$ cat src/rtl/sobol_gen.sv
// ============================================================================
// sobol_gen
// ----------------------------------------------------------------------------
// Single-dimension Sobol low-discrepancy sequence generator.
//
// The generator emits uniform samples u in (0,1) as Q11.21 fixed point, one
// per cycle. It feeds the valid_in/u_in inputs of the inverse-CDF stage.
//
// Gray-code ordering is used, so each new point costs one XOR with a
// direction number:
//   x_i = x_{i-1} ^ v[c]
// where c is the index of the lowest zero bit of (i-1), and x_0 = 0.
//
// Index 0 (u = 0) is never emitted. Every run starts at index 1, which keeps
// ln(0) out of the downstream pipeline.
//
// Parameters
//   WIDTH       output word width (matches the project FP_WIDTH, 32)
//   QFRAC       fractional bits of u_out (matches the project FP_QFRAC, 21)
//   SOBOL_BITS  state / direction-number width; must be <= QFRAC
//
// Ports
//   clk         clock
//   rst_n       synchronous active-low reset
//   start       begin a run (sampled only in IDLE)
//   n_points    sample count for the run (sampled with start)
//   dir_we      direction-number write strobe (honoured only in IDLE)
//   dir_addr    direction-number index k; addresses >= SOBOL_BITS are dropped
//   dir_data    value of v[k]; the MSB has weight 0.5
//   ready_in    downstream accept
//   valid_out   u_out holds a valid sample
//   u_out       Q11.21 sample; the integer bits are always 0
//   busy        high while a run is in progress
//   done        one-cycle pulse after the final transfer of a run
//
// Optional feature: SOBOL_DIGITAL_SHIFT_EN
//   When the macro is defined, two inputs are added:
//     shift_we    shift register write strobe (honoured only in IDLE)
//     shift_data  digital-shift value
//   The shift is XORed into x on the output path only. The recurrence itself
//   is unaffected. A non-zero shift can produce u = 0; clamping that case is
//   left to the downstream stage.
//   Without the macro, the ports are absent and u_out is taken from x
//   directly.
// ============================================================================
module sobol_gen #(
    parameter int WIDTH      = 32,
    parameter int QFRAC      = 21,
    parameter int SOBOL_BITS = QFRAC
) (
    input  logic                          clk,
    input  logic                          rst_n,
    input  logic                          start,
    input  logic [31:0]                   n_points,
    input  logic                          dir_we,
    input  logic [$clog2(SOBOL_BITS)-1:0] dir_addr,
    input  logic [SOBOL_BITS-1:0]         dir_data,
    input  logic                          ready_in,
`ifdef SOBOL_DIGITAL_SHIFT_EN
    input  logic                          shift_we,
    input  logic [SOBOL_BITS-1:0]         shift_data,
`endif
    output logic                          valid_out,
    output logic [WIDTH-1:0]              u_out,
    output logic                          busy,
    output logic                          done
);

    localparam int AW = $clog2(SOBOL_BITS);

    // Left shift that aligns the SOBOL_BITS-wide state to the Q.QFRAC output.
    localparam int OUT_SHIFT = QFRAC - SOBOL_BITS;

    // The longest run that visits every non-zero index exactly once.
    localparam logic [31:0] RUN_MAX = 32'((64'd1 << SOBOL_BITS) - 64'd1);

    localparam logic [AW:0] V_COUNT = (AW + 1)'(SOBOL_BITS);

    typedef enum logic [1:0] {
        IDLE = 2'd0,
        RUN  = 2'd1,
        DONE = 2'd2
    } state_t;

    state_t                  state_q, state_d;
    logic [SOBOL_BITS-1:0]   x_q, x_d;
    logic [SOBOL_BITS-1:0]   i_q, i_d;
    logic [31:0]             rem_q, rem_d;
    logic                    valid_q, valid_d;
    logic                    busy_q, busy_d;
    logic                    done_q, done_d;
    logic [WIDTH-1:0]        u_q, u_d;
    logic [SOBOL_BITS-1:0]   v_q [SOBOL_BITS];
    logic [SOBOL_BITS-1:0]   shift_nxt;
    logic                    dir_wr_ok;
    logic                    xfer;

    // ------------------------------------------------------------------
    // Helper functions
    // ------------------------------------------------------------------

    // Clamp the requested count so that a run never wraps back to index 0.
    function automatic logic [31:0] sat_run_len(input logic [31:0] n);
        return (n > RUN_MAX) ? RUN_MAX : n;
    endfunction

    // Index of the lowest zero bit. This is a priority encoder: scanning from
    // the top down means the lowest zero bit is the last one written.
    function automatic logic [AW-1:0] lowest_zero(input logic [SOBOL_BITS-1:0] val);
        logic [AW-1:0] idx;
        idx = '0;
        for (int k = SOBOL_BITS - 1; k >= 0; k--) begin
            if (!val[k]) begin
                idx = AW'(k);
            end
        end
        return idx;
    endfunction

    // Van der Corput direction numbers: v[k] = 1 << (SOBOL_BITS-1-k).
    function automatic logic [SOBOL_BITS-1:0] default_dir(input int k);
        return SOBOL_BITS'(1) << (SOBOL_BITS - 1 - k);
    endfunction

    // Zero-extend the state and align it to the Q.QFRAC output format.
    function automatic logic [WIDTH-1:0] to_fixed(input logic [SOBOL_BITS-1:0] val);
        return WIDTH'(val) << OUT_SHIFT;
    endfunction

    assign dir_wr_ok = (state_q == IDLE) && dir_we && ({1'b0, dir_addr} < V_COUNT);
    assign xfer      = valid_q && ready_in;

    // ------------------------------------------------------------------
    // Optional digital shift
    // ------------------------------------------------------------------
`ifdef SOBOL_DIGITAL_SHIFT_EN
    logic [SOBOL_BITS-1:0] shift_q;

    // The new value is visible to the output mux in the cycle it is written.
    assign shift_nxt = ((state_q == IDLE) && shift_we) ? shift_data : shift_q;

    always_ff @(posedge clk) begin
        if (!rst_n) begin
            shift_q <= '0;
        end else begin
            shift_q <= shift_nxt;
        end
    end
`else
    assign shift_nxt = '0;
`endif

    // ------------------------------------------------------------------
    // Next-state / next-output logic
    // ------------------------------------------------------------------
    always_comb begin
        state_d = state_q;
        x_d     = x_q;
        i_d     = i_q;
        rem_d   = rem_q;
        valid_d = valid_q;
        busy_d  = busy_q;
        done_d  = 1'b0;

        unique case (state_q)
            IDLE: begin
                valid_d = 1'b0;
                busy_d  = 1'b0;
                if (start) begin
                    if (n_points != 32'd0) begin
                        state_d = RUN;
                        rem_d   = sat_run_len(n_points);
                        // v_q is read before any same-cycle write lands.
                        x_d     = v_q[0];
                        i_d     = SOBOL_BITS'(1);
                        valid_d = 1'b1;
                        busy_d  = 1'b1;
                    end else begin
                        state_d = DONE;
                        done_d  = 1'b1;
                    end
                end
            end

            RUN: begin
                if (xfer) begin
                    rem_d = rem_q - 32'd1;
                    if (rem_q == 32'd1) begin
                        state_d = DONE;
                        valid_d = 1'b0;
                        busy_d  = 1'b0;
                        done_d  = 1'b1;
                    end else begin
                        x_d = x_q ^ v_q[lowest_zero(i_q)];
                        i_d = i_q + SOBOL_BITS'(1);
                    end
                end
            end

            DONE: begin
                state_d = IDLE;
            end

            default: begin
                state_d = IDLE;
                valid_d = 1'b0;
                busy_d  = 1'b0;
            end
        endcase

        // The output register follows x, so u_out holds under backpressure.
        u_d = to_fixed(x_d ^ shift_nxt);
    end

    // ------------------------------------------------------------------
    // Registers
    // ------------------------------------------------------------------
    always_ff @(posedge clk) begin
        if (!rst_n) begin
            state_q <= IDLE;
            x_q     <= '0;
            i_q     <= '0;
            rem_q   <= '0;
            valid_q <= 1'b0;
            busy_q  <= 1'b0;
            done_q  <= 1'b0;
            u_q     <= '0;
            for (int k = 0; k < SOBOL_BITS; k++) begin
                v_q[k] <= default_dir(k);
            end
        end else begin
            state_q <= state_d;
            x_q     <= x_d;
            i_q     <= i_d;
            rem_q   <= rem_d;
            valid_q <= valid_d;
            busy_q  <= busy_d;
            done_q  <= done_d;
            u_q     <= u_d;
            if (dir_wr_ok) begin
                v_q[dir_addr] <= dir_data;
            end
        end
    end

    assign valid_out = valid_q;
    assign u_out     = u_q;
    assign busy      = busy_q;
    assign done      = done_q;

endmodule

$ cat config.mk
export PLATFORM = sky130hd
export DESIGN_NAME = sobol_gen
export DESIGN_NICKNAME = d
export VERILOG_FILES = /design/src/rtl/sobol_gen.sv
export SDC_FILE = /design/constraint.sdc
export NUM_CORES = 1
export LEC_CHECK = 0
export ABC_AREA = 1
export BUFFER_PORTS_ARGS = -buffer_cell sky130_fd_sc_hd__buf_2
export CORE_MARGIN = 5
export CORE_UTILIZATION = 55
export CTS_CLUSTER_DIAMETER = 200
export CTS_CLUSTER_SIZE = 10
export DETAILED_ROUTE_END_ITERATION = 10
export GPL_TIMING_DRIVEN = 0
export PLACE_DENSITY = 0.72
export SKIP_CTS_REPAIR_TIMING = 1
export SLEW_MARGIN = 10
export SYNTH_ARGS = -nofsm -noshare
export SYNTH_HDL_FRONTEND = slang
export SYNTH_SLANG_ARGS = --single-unit
export TNS_END_PERCENT = 10
$ cat constraint.sdc
create_clock -name clk -period 5.1 [get_ports clk]
set_clock_uncertainty 0.15 [all_clocks]
set_input_delay 1.02 -clock clk [delete_from_list [all_inputs] [get_ports clk]]
set_output_delay 1.02 -clock clk [all_outputs]
set_load 0.01 [all_outputs]
==> results.sh <==
export IMPL_timing_rr_start="i_q[16]"
export IMPL_viasPerCell=5.97
export IMPL_grt_max_degree=22
export IMPL_maxCapViolations=0
export IMPL_setup_viol=0
export IMPL_reg2reg_to="u_out[0]"
export IMPL_start_util=0.552
export IMPL_status="complete, no violations"
export IMPL_syn_area_sq_um=27500
export IMPL_die_h_um=233
export IMPL_synthTopCellsByArea="edfxtp_1, nand3_1, nor2_1"
export IMPL_drt_pass1_iterations=6
export IMPL_r2r_slack_ns=0.72
export IMPL_rsz0062_at_grt="false"
export IMPL_num_antenna_cells=0
export IMPL_fp_dieW_um=233
export IMPL_total_power_mw=14.1
export IMPL_ys_seq_area_frac=0.608
export IMPL_hold_slack_ns=0.331
export IMPL_ys_top_cells_by_count="nand3_1, nor2_1, nand2_1, edfxtp_1, clkbuf_1"
export IMPL_power_density_nw_per_um2=457
export IMPL_grt_first_pass_wirelength_um=135000
export IMPL_yosysWarnings=0
export IMPL_whs_endpoint="i_q[20]"
export IMPL_fmax_ghz=0.228
export IMPL_coreArea_sq_um=49800
export IMPL_finalCriticalPeriod_ns=4.38
export IMPL_drive_gt1_frac=0.0749
export IMPL_cp_end_kind="flop"
export IMPL_clk_pin_slew_ns=0.06
export IMPL_area_growth_syn_to_layout_pct=12.5
export IMPL_path_class="flop to flop"
export IMPL_first_iter_violations=3558
export IMPL_critPathMaxFanout=10
export IMPL_p_leak_nw=12.1
export IMPL_floorplan_die_area_sq_um=54500
export IMPL_yosys_area_top_type="edfxtp_1"
export IMPL_synth_cells=3038
export IMPL_numCtsBuffers=68
export IMPL_synth_edf_count=504
export IMPL_drc=0
export IMPL_dpl_cell_count=3870
export IMPL_finalSetupTns_ns=0
export IMPL_io_pins=98
export IMPL_timing_max_transition_violations_final=0
export IMPL_r2r_cells=20
export IMPL_cp_required_ns=5.41
export IMPL_hold_class="flop to flop"
export IMPL_ant_nets=0
export IMPL_gp_congestion=1.02
export IMPL_relSlewSlack=0.111
export IMPL_hp_start="i_q[20]"
export IMPL_start_kind="flop"
export IMPL_hpwl_um=66400
export IMPL_overflow=0
export IMPL_port_buffers=86
export IMPL_grt_use_total=0.336
export IMPL_irDropWorstVdd_v=0.000252
export IMPL_hold_depth=1
export IMPL_grt_pass1_vias=22100
export IMPL_clk_path_buf_depth=3
export IMPL_tritoncts="built"
export IMPL_clock_sinks=582
export IMPL_synth_top_area_frac=0.551
export IMPL_synth_most_common_cell="nand3_1"
export IMPL_stdcell_count=3957
export IMPL_antenna_found_initial=2
export IMPL_syn_avg_cell_area_sq_um=9.04
export IMPL_tightest_slew_ns=1.33
export IMPL_synthFlopType="edfxtp_1"
export IMPL_nNetsFinal=3334
export IMPL_cts_root_buf="clkbuf_16"
export IMPL_fin_crit_sh=0.858
export IMPL_synth_async_reset_ratio=0
export IMPL_htreeDepth=3
export IMPL_yosysUniqueCellTypes=42
export IMPL_vias=23600
export IMPL_final_util=0.621
export IMPL_wl_per_cell_um=23.4
export IMPL_cp_arrival_ns=4.68
export IMPL_clock_latency_ns=0.61
export IMPL_finalHoldViolCount=0
export IMPL_wirelength_um=92800
export IMPL_rows=82
export IMPL_ys_seq_elements=582
==> sequential cells by signal, indices dropped and copies added, names as in the netlist <==
signal and flops:
rem_q 32, busy 1, u_out 21, v_q 504, i_q 21, done 1, state_q 2
==> layout by cell type, fill, tap and decap left out, types with 2 or more instances in the layout <==
cell / n
buf_1: 25
or2_2: 2
inv_6: 2
dfxtp_1: 78
nand3b_1: 2
nand2_1: 573
inv_2: 5
edfxtp_1: 504
clkbuf_1: 159
buf_6: 9
a211oi_1: 8
o22ai_1: 2
a31oi_1: 2
nor2_1: 578
nand3_1: 696
buf_2: 124
a21oi_1: 63
inv_16: 3
buf_4: 24
clkinv_8: 2
nand2_4: 2
nor3_1: 28
nor4_1: 10
inv_1: 147
o21ai_0: 41
xor2_1: 11
o221ai_1: 6
o31ai_1: 2
nand4_1: 13
clkinv_1: 2
ha_1: 3
xnor2_1: 2
clkbuf_16: 69
conb_1: 74
==> worst max-delay path: stages, from the launching register on <==
cell and delay (ns):
dfxtp_1 0.38, nand2_1 0.10, inv_1 0.08, a21oi_1 0.06, nor2_1 0.08, nor2_1 0.04
o21ai_0 0.18, nand3_1 0.10, a21oi_1 0.12, buf_2 0.40, buf_2 0.54, buf_1 0.77
nand3_1 0.25, nand3_1 0.20, nand3_1 0.10, nand3_1 0.28, nand2_1 0.09, nand2_1 0.07
nand3_1 0.06, nand2_1 0.09, a21oi_1 0.06
==> metal layers <==
metal  vias up  wire length (um)  global-route usage  part of all wire
met5         -                26                   0           0.00028
met4         4              4090               0.134             0.044
met3       219             11900              0.0882              0.13
met2      1498             40900               0.514              0.44
met1     11300             35800               0.462              0.39
li1      10600                 -                   -                 -
==> where the power goes <==
group          total [mW]  internal [mW]  switching [mW]
Combinational        3.97           1.08            2.89
Sequential           5.75           5.51           0.245
Clock                4.39           2.46            1.94
Total                14.1           9.04            5.07
==> logic make-up (layout without fill, tap and decap cells) <==
group / after synthesis / after routing / synth area share
adders and majority gates: 3 / 3 / 0.00137
other: 1 / 74 / 0.000137
DFF: 582 / 582 / 0.608
AOI/OAI and AO/OA: 133 / 133 / 0.0273
buffers and inverters: 398 / 572 / 0.0619
and+or+nand+nor: 1908 / 1908 / 0.297
xor gates and xnor gates: 13 / 13 / 0.00414
==> worst max path at each step <==
| stage | startpoint | to | slack [ns] | cells past startpoint |
|---|---|---|---|---|
| 4_1_cts | i_q[16] | u_out[3] | 0.89 | 20 |
| 3_3_place_gp | i_q[0] | u_out[7] | 0.23 | 15 |
| 3_5_place_dp | dir_addr[4] | v_q[2][9] | 0.57 | 13 |
| 2_1_floorplan | n_points[24] | i_q[19] | 1.93 | 20 |
| 5_1_grt | i_q[16] | u_out[3] | 0.40 | 20 |
| 6_report | i_q[16] | u_out[0] | 0.72 | 20 |
==> area by class of cell <==
| class | instances | area (sq um) |
|---|---|---|
| clock inverters | 7 | 110 |
| multi-input cells | 2131 | 9350 |
| inverters | 154 | 578 |
| clock buffers | 80 | 1770 |
| flip-flops and latches | 582 | 16700 |
| repair buffers | 87 | 445 |
| well taps | 672 | 841 |
| fillers | 4252 | 18800 |
| plain buffers | 244 | 1120 |
==> through the flow <==
step | setup slack, ns | area (sq um)
finish | 0.722 | 30900
detailed placement | 0.575 | 29000
global placement | 0.231 | 29000
CTS | 0.889 | 30900
floorplan | 1.93 | 27700
global route | 0.401 | 30900
Power figures use the tool's default switching activity.
